$ cat config.mk
export PLATFORM = sky130hd
export DESIGN_NAME = adder_share_arbiter
export DESIGN_NICKNAME = d
export VERILOG_FILES = /design/src/rtl/adder_share_arbiter.sv
export SDC_FILE = /design/constraint.sdc
export NUM_CORES = 1
export LEC_CHECK = 0
export CORE_AREA = 2 2 120 122
export CTS_BUF_LIST = sky130_fd_sc_hd__clkbuf_4 sky130_fd_sc_hd__clkbuf_8
export DETAILED_ROUTE_END_ITERATION = 16
export DIE_AREA = 0 0 122 124
export DONT_BUFFER_PORTS = 1
export GPL_TIMING_DRIVEN = 0
export PLACE_DENSITY = 0.66
export SETUP_SLACK_MARGIN = 0.1
export SYNTH_ARGS = -nofsm -noshare
export SYNTH_HDL_FRONTEND = slang
export SYNTH_SLANG_ARGS = --single-unit
$ cat constraint.sdc
create_clock -name clk -period 2.6 [get_ports clk]
set_input_delay 0.52 -clock clk [delete_from_list [all_inputs] [get_ports clk]]
set_output_delay 0.52 -clock clk [all_outputs]
set_load 0.05 [all_outputs]
$ cat src/rtl/adder_share_arbiter.sv
// Round-robin front end that time-shares one 32-bit adder between NUM_REQ requesters.
// Each accepted request makes one IDLE -> EXEC -> RESP pass and produces one registered response.
module adder_share_arbiter #(
   parameter int NUM_REQ = 4,
   parameter int ID_W    = 2
) (
   input  logic                  clk,
   input  logic                  rst,
   input  logic [NUM_REQ-1:0]    req_valid,
   output logic [NUM_REQ-1:0]    req_ready,
   input  logic [NUM_REQ*32-1:0] req_a,
   input  logic [NUM_REQ*32-1:0] req_b,
   input  logic [NUM_REQ-1:0]    req_cin,
   output logic                  rsp_valid,
   input  logic                  rsp_ready,
   output logic [ID_W-1:0]       rsp_id,
   output logic [31:0]           rsp_sum,
   output logic                  rsp_cout,
   output logic                  rsp_of
);

   typedef enum logic [1:0] {IDLE, EXEC, RESP} state_e;

   state_e          state_q;
   logic [ID_W-1:0] rr_ptr_q;
   logic [ID_W-1:0] id_q;
   logic [31:0]     a_q;
   logic [31:0]     b_q;
   logic            cin_q;
   logic            rsp_valid_q;
   logic [ID_W-1:0] rsp_id_q;
   logic [31:0]     rsp_sum_q;
   logic            rsp_cout_q;
   logic            rsp_of_q;

   logic            grant_vld_d;
   logic [ID_W-1:0] grant_id_d;
   logic [ID_W-1:0] rr_ptr_d;
   logic [32:0]     add_full;
   logic            add_of;

   // Offsets are walked from the farthest to the nearest so the last hit is the
   // first valid requester at or after rr_ptr in circular order.
   always_comb begin
      int idx;
      // NOTE: every always_comb output gets a default first so no path infers a latch.
      grant_vld_d = 1'b0;
      grant_id_d  = '0;
      idx         = 0;
      for (int k = NUM_REQ - 1; k >= 0; k--) begin
         idx = int'(rr_ptr_q) + k;
         if (idx >= NUM_REQ) idx = idx - NUM_REQ;
         if (req_valid[idx]) begin
            grant_vld_d = 1'b1;
            grant_id_d  = ID_W'(idx);
         end
      end
   end

   always_comb begin
      req_ready = '0;
      if (state_q == IDLE && grant_vld_d) req_ready[grant_id_d] = 1'b1;
   end

   // Shared adder plus the signed-overflow detector, fed only by latched operands.
   assign add_full = {1'b0, a_q} + {1'b0, b_q} + {32'd0, cin_q};
   assign add_of   = (a_q[31] == b_q[31]) && (add_full[31] != a_q[31]);

   assign rr_ptr_d = (id_q == ID_W'(NUM_REQ - 1)) ? '0 : id_q + ID_W'(1);

   // NOTE: sequential state uses non-blocking assignments so every register samples pre-edge values.
   always_ff @(posedge clk) begin
      if (rst) begin
         state_q     <= IDLE;
         rr_ptr_q    <= '0;
         id_q        <= '0;
         a_q         <= '0;
         b_q         <= '0;
         cin_q       <= 1'b0;
         rsp_valid_q <= 1'b0;
         rsp_id_q    <= '0;
         rsp_sum_q   <= '0;
         rsp_cout_q  <= 1'b0;
         rsp_of_q    <= 1'b0;
      end else begin
         unique case (state_q)
            IDLE: begin
               if (grant_vld_d) begin
                  a_q     <= req_a[32*int'(grant_id_d) +: 32];
                  b_q     <= req_b[32*int'(grant_id_d) +: 32];
                  cin_q   <= req_cin[grant_id_d];
                  id_q    <= grant_id_d;
                  state_q <= EXEC;
               end
            end
            EXEC: begin
               rsp_sum_q   <= add_full[31:0];
               rsp_cout_q  <= add_full[32];
               rsp_of_q    <= add_of;
               rsp_id_q    <= id_q;
               rsp_valid_q <= 1'b1;
               state_q     <= RESP;
            end
            RESP: begin
               if (rsp_ready) begin
                  rsp_valid_q <= 1'b0;
                  rr_ptr_q    <= rr_ptr_d;
                  state_q     <= IDLE;
               end
            end
            default: state_q <= IDLE;
         endcase
      end
   end

   assign rsp_valid = rsp_valid_q;
   assign rsp_id    = rsp_id_q;
   assign rsp_sum   = rsp_sum_q;
   assign rsp_cout  = rsp_cout_q;
   assign rsp_of    = rsp_of_q;

endmodule

# ---- Word level (Yosys, flattened, before mapping)
# Index checks and enable logic that the tools add are counted.
# W data, S select, Z words.
dict set report totals {
  regBits 108
  latchBits 0
  mem_bits_rw 0
  romBits 0
  out_inout_bits 41
  wordCells 84
  memories 0
}
dict set report classes {
  addsub 10
  mul 0
  div 0
  order_cmp 10
  n_eq_ne 7
  shifts 2
  muxes 35
  bitwise 0
  reduce_logical 9
}
# cell count
set op_table {}
lappend op_table {{$shiftx A128 B8 Y32} 2}
lappend op_table {{$lt A32 B4 Y1 const B} 4}
lappend op_table {{$mux W32} 4}
lappend op_table {{$add A32 B32 Y33} 1}
lappend op_table {{$add A33 B1 Y33} 1}
lappend op_table {{$mux W1} 15}
lappend op_table {{$mux W2} 7}
lappend op_table {{$sub A3 B3 Y4 const B} 3}
lappend op_table {{$bmux W1 S2} 5}
lappend op_table {{$ge A3 B3 Y1 const B} 3}
lappend op_table {{$reduce_and A2 Y1} 4}
lappend op_table {{$add A2 B2 Y3 const B} 2}
lappend op_table {{$pmux W2 S3} 1}
lappend op_table {{$eq A2 B2 Y1 const B} 2}
lappend op_table {{$mux W4} 1}
lappend op_table {{$ne A2 B2 Y1 const B} 2}
lappend op_table {{$sub A2 B3 Y4 const B} 1}
lappend op_table {{$add A2 B1 Y3 const B} 1}
lappend op_table {{$ge A2 B3 Y1 const B} 1}
lappend op_table {{$logic_and A1 B1 Y1} 3}
lappend op_table {{$lt A2 B3 Y1 const B} 1}
lappend op_table {{$add A2 B1 Y2 const B} 1}
lappend op_table {{$demux W1 S2} 1}
lappend op_table {{$eq A2 B1 Y1 const B} 1}
lappend op_table {{6 further kinds} 6}

# ---- Logic depth before layout (Yosys ltp)
# Gate-level depths: netlist (run 1).
dict set report logic_depth {
  depth_word 15
  ltp_mapped 10
}

# ---- Worst setup path after synthesis (run 1)
# No wires, ideal clock.
dict set report synth_path {
  kind {input port to output port}
  start {input req_valid[1]}
  end {output req_ready[0]}
  t_arrival_ps 2408
  required_time_ps 2080
  setup_slack_ps -328
  cell_stages 6
  n_path_buf 2
  cell_sequence {or3b_2 > o221ai_1 > buf_2 > buf_1 > nand2_1 > nor2_1}
}
dict set report synth_between {
  elab_chain_len 12
  elab_cells_between_ends 27
  cone_classes {order compare: 2; mux: 23; reduce/logical: 2}
}
# item line
set synth_lines {}
lappend synth_lines {{start, declared} 9} ;# input logic [NUM_REQ-1:0] req_valid,
lappend synth_lines {{$bmux W1 S2} 53} ;# if (req_valid[idx]) begin
lappend synth_lines {{$mux W1 (not written as such) (2 in series)} 53}
lappend synth_lines {{$mux W2 (4 in series)} 53}
lappend synth_lines {{$lt A2 B3 Y1 (not written as such) / $ge A2 B1 Y1 (equally long branches)} 62} ;# if (state_q == IDLE && grant_vld_d) req_ready[grant_id_d] = 1'b1;
lappend synth_lines {{$logic_and A1 B1 Y1 (not written as such)} 62}
lappend synth_lines {{$mux W1 (not written as such)} 62}
lappend synth_lines {{$demux W1 S2} 62}
lappend synth_lines {{$mux W4 (*)} 62}
lappend synth_lines {{end, declared} 10} ;# output logic [NUM_REQ-1:0] req_ready,
# Mark *: on every way between the ends. The rest lies on a longest branch, timed or not. The select of a mux whose other input is x is not followed.

# ---- Worst setup path in the final report (run 1)
dict set report layout_path {
  start {register a_q[0]}
  end {register rsp_sum_q[30] (netlist: rsp_sum[30])}
}
dict set report layout_between {
  elab_chain_len 2
}
# item line
set layout_lines {}
lappend layout_lines {{start, declared} 27} ;# logic [31:0] a_q;
lappend layout_lines {{start signal, assigned} 89} ;# a_q <= req_a[32*int'(grant_id_d) +: 32];
lappend layout_lines {{$add A32 B32 Y33} 66} ;# assign add_full = {1'b0, a_q} + {1'b0, b_q} + {32'd0, cin_q};
lappend layout_lines {{$add A33 B1 Y33} 66}
lappend layout_lines {{end signal, assigned} 97} ;# rsp_sum_q <= add_full[31:0];
lappend layout_lines {{end, declared} 32} ;# logic [31:0] rsp_sum_q;
# Every way passes these cells.
# A chain may end at the register's enable or synchronous reset.

==> results.json, run 1 <==
{
  "hold_path.class": "input pin to flip-flop",
  "path_cells": "fa_2 > fa_2 > a211oi_4 > o21ai_2 > a31oi_4 > a31o_4 > o41ai_4 > a31oi_2 > or4_4 > o211ai_2",
  "dp_slack_ns": -0.437,
  "cpPeakStageDelay_ns": 0.44,
  "clock_tree.root_cell": "clkbuf_8",
  "min_period_over_period_pct": 105,
  "synth_edf_count": 0,
  "cpMostUsedCell": "fa_2",
  "clock_path_buffers": 2,
  "power_leakage_nw": 2.97,
  "viasPerCell": 6.52,
  "hpwlAfterDp_um": 18000,
  "grt_antenna_before_repair": 2,
  "die-area_sq_um": 15100,
  "gr-total-overflow": 0,
  "cts_tree": "built",
  "p_per_area_nw_per_um2": 611,
  "report.power.total_w": 0.00480,
  "synth.distinct_cells": 60,
  "postSynthNetCount": 954,
  "coreArea_sq_um": 13700,
  "critPathLaunchType": "flip-flop",
  "ant_nets": 0,
  "maxSlewHeadroom_pct": 54.3,
  "drt_iter0_markers": 489,
  "route.detailed.drc": 0,
  "hold_buffers": 0,
  "worst_slew_pin_slew_ns": 0.686,
  "syn_to_final_growth_pct": 15.8,
  "crit_arrival_ns": 3.06,
  "ys_seq_elements": 108,
  "syn-instance-count": 653,
  "cts_made_buffers": 9,
  "row_count": 43,
  "endpoint_kind": "flip-flop",
  "reg2reg_depth": 10,
  "fin_skew_ns": 0.0189,
  "worst_slack_ns": -0.133,
  "min_period_ns": 2.73,
  "grt.total_usage_pct": 29.2,
  "setup_violations": 9,
  "die_y_um": 124,
  "violations": "setup timing",
  "cp_num_buf_inv": 0,
  "crit_family": "compound AO/OA/AOI/OAI gates",
  "layout_commonest_cell": "dfxtp_1",
  "port_buffers": 0,
  "timing.rr.start": "a_q[0]$_SDFFE_PP0P_",
  "synth_area_leaders": "dfxtp_1, mux4_2, a22o_1",
  "clk_pin_slew_ns": 0.11,
  "status": "finished with violations",
  "grt_max_degree": 17,
  "hold_path_end": "state_q[1]$_SDFFE_PP0P_",
  "ys_seq_area_share_pct": 31.9,
  "max_freq_mhz": 366,
  "syn_avg_cell_area_sq_um": 10.4,
  "synth_largest_area_cell": "dfxtp_1",
  "crit_type": "flip-flop to flip-flop",
  "timing.rr.end": "rsp_sum[30]$_SDFFE_PP0P_",
  "ios": 308,
  "fp.dieW_um": 122,
  "gp_congestion": 0.880,
  "post_drt_wl_per_cell_um": 25.7,
  "grt_pass1_wl_um": 32600,
  "hold_ws_ns": 0.301,
  "start_util_pct": 49.4,
  "finalHoldViolCount": 0,
  "routed_wl_um": 22400,
  "crit_required_ns": 2.93,
  "final_core_util_pct": 57.2,
  "worst_path_max_delay_cell": "or4_4",
  "vias": 5686,
  "fin_nets": 986,
  "async_reset_ff_share_pct": 0,
  "yosys_warnings": 0,
  "irDropWorstVdd_mv": 0.266,
  "yosysTopAreaCellShare_pct": 31.9,
  "report.final.slew_viol_count": 0,
  "clock_sinks": 108,
  "synth_area_sq_um": 6780,
  "grt_pass1_vias": 5642,
  "maxCapViolCount": 0,
  "tns_ns": -0.585,
  "fillers": 1208,
  "worstHoldPathCells": 2,
  "drive_gt1_share_pct": 27.8,
  "hold_path.startpoint": "rsp_ready",
  "rsz0062_at_grt": "true",
  "drtPass1Iterations": 5,
  "ff2ff_setup_slack_ns": -0.13,
  "cp_max_fo": 3,
  "layout_common_cells": "dfxtp_1, a22o_1, mux4_2",
  "clock_latency_ns": 0.40,
  "htree_levels": 3,
  "synth_ff_type": "dfxtp_1"
}
-- final cells by class --
| class | instances | area [sq um] | share of cell area [%] |
|---|---|---|---|
| inverters | 9 | 33.8 | 0.430 |
| well taps | 180 | 225 | 2.87 |
| repair buffers | 23 | 188 | 2.39 |
| clock inverters | 3 | 21.3 | 0.271 |
| diodes | 2 | 5.00 | 0.0638 |
| flip-flops and latches | 108 | 2180 | 27.7 |
| plain buffers | 44 | 219 | 2.79 |
| multi-input cells | 490 | 4810 | 61.3 |
| clock buffers | 13 | 166 | 2.12 |
-- per-layer routing --
| layer | vias to the layer above | GRT usage [%] | share of wire (%) |
|---|---|---|---|
| met5 | - | 0 | 0 |
| met4 | 0 | 9.12 | 1.6 |
| met3 | 18 | 6.91 | 7.9 |
| met2 | 230 | 47.3 | 49 |
| met1 | 2817 | 38.8 | 42 |
| li1 | 2621 | - | - |
-- power breakdown --
group | internal (W) | switching [W]
sequential | 0.00185 | 0.000361
combinational | 0.000717 | 0.000863
clock | 0.000423 | 0.000582
-- worst reg2reg max path: stages, from the launching register on --
cell and delay, ns:
dfxtp_4 0.39, fa_2 0.25, fa_2 0.24, a211oi_4 0.07
o21ai_2 0.22, a31oi_4 0.14, a31o_4 0.26, o41ai_4 0.41
a31oi_2 0.18, or4_4 0.44, o211ai_2 0.07
-- synth_stat cells, drive strengths merged (10+ instances only) --
cell type    n
mux4        65
a21oi       63
buf         19
xnor2       10
a21o        15
dfxtp      108
ha          32
nand3       15
clkbuf      27
nand2       62
a22o        66
o21ai       17
nor2        26
-- how the worst max path moves through the flow --
stage,to,startpoint,depth (start not counted),slack (ns)
floorplan,rsp_sum[30]$_SDFFE_PP0P_,cin_q$_SDFFE_PP0P_,10,0.09
global placement,rsp_sum[30]$_SDFFE_PP0P_,a_q[0]$_SDFFE_PP0P_,10,-0.42
detailed placement,rsp_sum[30]$_SDFFE_PP0P_,a_q[0]$_SDFFE_PP0P_,10,-0.44
CTS,rsp_sum[30]$_SDFFE_PP0P_,a_q[0]$_SDFFE_PP0P_,10,-0.14
global route,rsp_sum[20]$_SDFFE_PP0P_,cin_q$_SDFFE_PP0P_,11,-0.22
finish,rsp_sum[30]$_SDFFE_PP0P_,a_q[0]$_SDFFE_PP0P_,10,-0.13
-- flip-flops by register name, indices dropped and copies added, names as in the netlist, 2 cells and up --
signal and cells:
rr_ptr_q 2, a_q 32, id_q 2, state_q 2, rsp_id 2, rsp_sum 32, b_q 32
-- through the flow --
stage | area [sq um] | instances
3_3_place_gp | 7040 | 833
3_5_place_dp | 7040 | 833
4_1_cts | 7560 | 857
2_1_floorplan | 6810 | 653
5_1_grt | 7850 | 871
6_report | 7850 | 872
-- timing repair --
item / 4_1_cts / 5_1_grt
setup buffers: 9 / 14
pin swaps: 18 / 29
resized for setup: 58 / 50
setup endpoints to repair: 49 / 37
-- logic make-up (layout without fill, tap and decap cells) --
group                      count (synthesis)  after routing  share of synthesized area [%]
muxes                                     69             69                           22.2
other                                      0              2                              0
adders and majority gates                 34             34                           6.50
AOI/OAI and AO/OA                        210            210                           22.5
DFF                                      108            108                           31.9
xor gates and xnor gates                  16             16                           2.07
buffers and inverters                     55             92                           3.21
and+or+nand+nor                          161            161                           11.7
(Power assumes the default switching activity.)
==> run 2, diff against run 1 <==
Settings changed: PLACE_DENSITY 0.66 to not set.
Clock period 2.6 ns to 2.78 ns, I/O delays scaled along.
==> run 2 against run 1 <==
Net effect:
- the flow now finishes without violations
- cell count shrank 1.6%
- cell area is 3.1% lower
- wire length decreased by 4.1%
- combinational power down 12%
- global-route usage down 1.5 points
- maximum frequency is essentially flat
- clock power grew 9.9%
- die area unchanged
- clock skew is 0.0055 ns lower
==> results.json, run 2 (synthesis gave the netlist of run 1 again) <==
{
  "endpoint_kind": "flip-flop",
  "p_per_area_nw_per_um2": 599,
  "hpwlAfterDp_um": 17200,
  "ant_nets": 0,
  "fillers": 1240,
  "cp_max_fo": 4,
  "ios": 308,
  "post_drt_wl_per_cell_um": 25.1,
  "irDropWorstVdd_mv": 0.245,
  "ff2ff_setup_slack_ns": 0.04,
  "power_leakage_nw": 2.87,
  "cts_made_buffers": 9,
  "clock_path_buffers": 2,
  "place_area_sq_um": 7030,
  "clock_tree.root_cell": "clkbuf_8",
  "fin_skew_ns": 0.0134,
  "maxSlewHeadroom_pct": 46.3,
  "layout_common_cells": "dfxtp_1, a22o_1, mux4_2",
  "worst_slack_ns": 0.0448,
  "coreArea_sq_um": 13700,
  "diodes": 0,
  "dp_slack_ns": -0.339,
  "grt_max_degree": 18,
  "placed_cells": 833,
  "gp_congestion": 0.891,
  "gr-total-overflow": 0,
  "rsz0062_at_grt": "true",
  "maxCapViolCount": 0,
  "fp.dieW_um": 122,
  "crit_arrival_ns": 3.07,
  "fin_nets": 974,
  "drtPass1Iterations": 7,
  "clock_sinks": 108,
  "routed_wl_um": 21500,
  "path_cells": "fa_2 > fa_2 > a211oi_4 > o21ai_2 > a31oi_4 > a31o_4 > o41ai_4 > a31oi_2 > or4_4 > o211ai_2",
  "finalHoldViolCount": 0,
  "report.final.slew_viol_count": 0,
  "cpPeakStageDelay_ns": 0.44,
  "cpMostUsedCell": "fa_2",
  "row_count": 43,
  "final_core_util_pct": 55.5,
  "grt.total_usage_pct": 27.6,
  "reg2reg_depth": 10,
  "die-area_sq_um": 15100,
  "fin_cells": 858,
  "min_period_over_period_pct": 98.4,
  "hold_path.class": "input pin to flip-flop",
  "clk_pin_slew_ns": 0.11,
  "vias": 5665,
  "timing.rr.start": "a_q[0]$_SDFFE_PP0P_",
  "drive_gt1_share_pct": 23.0,
  "hold_buffers": 0,
  "crit_required_ns": 3.11,
  "min_period_ns": 2.74,
  "grt_pass1_vias": 5539,
  "crit_end": "rsp_sum[30]$_SDFFE_PP0P_",
  "critPathLaunchType": "flip-flop",
  "viasPerCell": 6.60,
  "grt_antenna_before_repair": 0,
  "cts_tree": "built",
  "clock_latency_ns": 0.40,
  "report.power.total_w": 0.00456,
  "syn_to_final_growth_pct": 12.3,
  "crit_type": "flip-flop to flip-flop",
  "worst_path_max_delay_cell": "or4_4",
  "timing.rr.end": "rsp_sum[30]$_SDFFE_PP0P_",
  "stdcell_area_sq_um": 7610,
  "start_util_pct": 49.4,
  "route.detailed.drc": 0,
  "crit_path_start": "a_q[0]$_SDFFE_PP0P_",
  "layout_commonest_cell": "dfxtp_1",
  "drt_iter0_markers": 355,
  "worst_slew_pin_slew_ns": 0.806,
  "status": "completed",
  "port_buffers": 0,
  "die_y_um": 124,
  "setup_violations": 0,
  "htree_levels": 3,
  "grt_pass1_wl_um": 31200,
  "max_freq_mhz": 366
}
[run 2: what timing repair did]
action                                  4_1_cts  5_1_grt
gates resized for setup                      35       33
endpoints found under the setup margin       41       17
hold endpoints to repair                      0        0
buffers inserted                              4        5
pin swaps                                     8       16
[run 2: worst min-delay path by stage]
stage,start,to,cells past startpoint
detailed placement,b_q[4]$_SDFFE_PP0P_,b_q[4]$_SDFFE_PP0P_,1
global route,rsp_ready,state_q[1]$_SDFFE_PP0P_,2
global placement,b_q[5]$_SDFFE_PP0P_,b_q[5]$_SDFFE_PP0P_,1
CTS,rsp_ready,state_q[1]$_SDFFE_PP0P_,2
finish,rsp_ready,state_q[1]$_SDFFE_PP0P_,2
floorplan,id_q[1]$_SDFFE_PP0P_,rsp_id[1]$_SDFFE_PP0P_,2
[run 2: per-layer routing]
layer / vias to the layer above / GRT usage (%) / wire [um]
met4: 0 / 7.18 / 318
met2: 233 / 45.2 / 10400
met1: 2797 / 37.5 / 9180
met3: 27 / 5.77 / 1630
met5: - / 0 / 0
li1: 2608 / - / -
[run 2: critical path: cells and delay by family (launching register included)]
kind	cells	cell delay, ns
flip-flops	1	0.39
adder cells (fa/ha/maj)	2	0.51
AO/OA/AOI/OAI	7	1.32
AND/OR/NAND/NOR	1	0.44
[run 2: stage by stage]
step	TNS [ns]	hold slack, ns
floorplan	0	0.448
global placement	-4.77	0.469
detailed placement	-6.32	0.472
CTS	0	0.308
global route	-0.112	0.338
finish	0	0.328
[run 2: layout make-up]
| type | count | area [sq um] | area share [%] |
|---|---|---|---|
| Tap cell | 180 | 225 | 2.96 |
| Buffer | 46 | 253 | 3.32 |
| Clock buffer | 11 | 145 | 1.91 |
| Inverter | 9 | 33.8 | 0.444 |
| Timing Repair Buffer | 9 | 67.6 | 0.888 |
| Clock inverter | 5 | 83.8 | 1.10 |
| Multi-Input combinational cell | 490 | 4630 | 60.8 |
| Sequential cell | 108 | 2170 | 28.6 |
[run 2: power breakdown]
group	internal, W	switching [W]	total, W
Sequential	0.00173	0.000332	0.00206
Combinational	0.000618	0.000769	0.00139
Clock	0.000545	0.000566	0.00111
==> run 3, diff against run 2 <==
Settings changed: BUFFER_PORTS_ARGS set to -buffer_cell sky130_fd_sc_hd__buf_2, CAP_MARGIN set to 5, CORE_AREA 2 2 120 122 to not set, CORE_UTILIZATION set to 49, DIE_AREA 0 0 122 124 to not set, DONT_BUFFER_PORTS 1 to not set, PLACE_DENSITY set to 0.83.
==> run 3 against run 2 <==
Net effect:
- the flow now finishes with violations (setup timing)
- power is 0.40% higher
- register-to-register slack worse by 0.07 ns
- clock-buffer cell count is 1 lower
- wire length is 8.6% higher
- clock power is 21% lower
- non-clock buffer count is 310 higher
- sequential power is 9% lower
- core utilization is 13 points higher
- worst hold slack better by 0.13 ns
- die area is 5.4% lower
- flip-flop and latch count stayed put
- first-iteration DRC count is 73% higher
- critical endpoint unchanged
==> results.json, run 3 (synthesis gave the netlist of run 1 again) <==
{
  "status": "finished with violations",
  "violations": "setup timing",
  "syn_to_final_growth_pct": 34.2,
  "max_freq_mhz": 357,
  "grt_antenna_before_repair": 1,
  "row_count": 42,
  "report.final.slew_viol_count": 0,
  "fp.dieW_um": 120,
  "start_util_pct": 50.8,
  "crit_arrival_ns": 3.12,
  "min_period_over_period_pct": 101,
  "fin_skew_ns": 0.0148,
  "cts_tree": "built",
  "power_frac_seq_pct": 40.9,
  "worst_slew_pin_slew_ns": 0.804,
  "setup_violations": 1,
  "p_clk_share_pct": 19.1,
  "grt.total_usage_pct": 32.4,
  "endpoint_kind": "flip-flop",
  "clock_path_buffers": 2,
  "htree_levels": 3,
  "final_core_util_pct": 68.1,
  "rsz0062_at_grt": "true",
  "ios": 308,
  "crit_type": "flip-flop to flip-flop",
  "viasPerCell": 6.01,
  "crit_required_ns": 3.10,
  "post_drt_wl_per_cell_um": 20.1,
  "dp_slack_ns": -0.432,
  "route.detailed.drc": 0,
  "cts_made_buffers": 9,
  "port_buffers": 307,
  "hpwlAfterDp_um": 19000,
  "clock_sinks": 108,
  "finalHoldViolCount": 0,
  "drtPass1Iterations": 5,
  "layout_common_cells": "buf_2, dfxtp_1, a22o_1",
  "die-area_sq_um": 14300,
  "critPathLaunchType": "flip-flop",
  "irDropWorstVdd_mv": 0.249,
  "vias": 7007,
  "layout_commonest_cell": "buf_2",
  "maxCapViolCount": 0,
  "gr-total-overflow": 0,
  "worst_slack_ns": -0.0208,
  "hold_path.class": "flip-flop to flip-flop",
  "p_sw_w": 0.00172,
  "p_sw_share_pct": 37.5,
  "pwr-share-comb_pct": 40.0,
  "fillers": 1109,
  "clk_pin_slew_ns": 0.11,
  "fin_nets": 1284,
  "coreArea_sq_um": 13300,
  "ant_nets": 0,
  "gp_congestion": 0.914,
  "clock_latency_ns": 0.38,
  "drt_iter0_markers": 614,
  "grt_pass1_vias": 6724,
  "maxSlewHeadroom_pct": 45.9,
  "cp_max_fo": 4,
  "clock_tree.root_cell": "clkbuf_8",
  "grt_pass1_wl_um": 35600,
  "p_per_area_nw_per_um2": 503,
  "power_leakage_nw": 4.14,
  "hold_ws_ns": 0.455,
  "hold_buffers": 0,
  "drive_gt1_share_pct": 46.8,
  "grt_max_degree": 18,
  "p_int_w": 0.00286,
  "min_period_ns": 2.80,
  "routed_wl_um": 23400,
  "report.power.total_w": 0.00458,
  "die_y_um": 120
}
==> run 3: cell types whose count changed in the layout (fill, tap and decap cells not counted), sizes merged <==
cell           change
buf              +310
bufinv             -2
clkdlybuf4s15      -1
clkinv             +4
clkinvlp           -1
diode              +1
==> run 3: per-stage QoR <==
step | instance area, sq um | cells | setup TNS [ns]
after floorplan | 6810 | 653 | 0
after global placement | 8560 | 1136 | -9.63
after detailed placement | 8560 | 1136 | -11.19
after CTS | 8900 | 1156 | 0
after global routing | 9100 | 1165 | -0.0931
final | 9100 | 1165 | -0.0208
==> run 3: area by class of cell <==
| type | count | area, sq um | share of cell area (%) |
|---|---|---|---|
| Multi-Input combinational cell | 490 | 4600 | 50.6 |
| Sequential cell | 108 | 2170 | 23.9 |
| Timing Repair Buffer | 319 | 1650 | 18.2 |
| Buffer | 46 | 244 | 2.68 |
| Tap cell | 176 | 220 | 2.42 |
| Clock buffer | 10 | 131 | 1.44 |
| Clock inverter | 6 | 40.0 | 0.440 |
| Inverter | 9 | 33.8 | 0.371 |
| Antenna cell | 1 | 2.50 | 0.0275 |
==> run 3: critical path: stages, from the launching register on <==
cell and delay, ns:
dfxtp_2 0.35, fa_2 0.44, fa_2 0.40, a211oi_2 0.28, o21ai_2 0.11, a31oi_4 0.22
a31o_4 0.24, o41ai_4 0.11, a31oi_2 0.24, buf_4 0.16, nand4b_1 0.12, o211ai_2 0.08
==> run 3: power groups by stage <==
stage               logic, W  registers (W)  clock network [W]
floorplan            0.00101        0.00203                  0
global placement     0.00168        0.00189                  0
detailed placement   0.00171        0.00190                  0
CTS                  0.00175        0.00186           0.000877
global route         0.00196        0.00189           0.000950
finish               0.00183        0.00187           0.000874
==> run 3: final timing paths <==
check                                              start                       end  cells after the start  slack (ns)
worst max-delay path                  cin_q$_SDFFE_PP0P_  rsp_sum[30]$_SDFFE_PP0P_                     11       -0.02
worst min-delay path            rsp_sum[23]$_SDFFE_PP0P_  rsp_sum[23]$_SDFFE_PP0P_                      2        0.45
worst max register to register        cin_q$_SDFFE_PP0P_  rsp_sum[30]$_SDFFE_PP0P_                     11       -0.02
worst min register to register  rsp_sum[23]$_SDFFE_PP0P_  rsp_sum[23]$_SDFFE_PP0P_                      2        0.45
==> run 3: repair_timing <==
action | 4_1_cts | 5_1_grt
resized for setup | 36 | 37
pin swaps | 5 | 9
setup buffers | 4 | 8
endpoints found under the setup margin | 45 | 36
==> run 3: metal layers <==
layer  vias to the layer above  share of wire (%)  global-route usage, %  routed length (um)
met5                         -                  0                      0                   0
met4                         0                2.0                   9.14                 468
met3                        43                7.3                   4.47                1700
met2                       353                 49                   53.5               11300
met1                      3391                 42                   44.5                9860
li1                       3220                  -                      -                   -
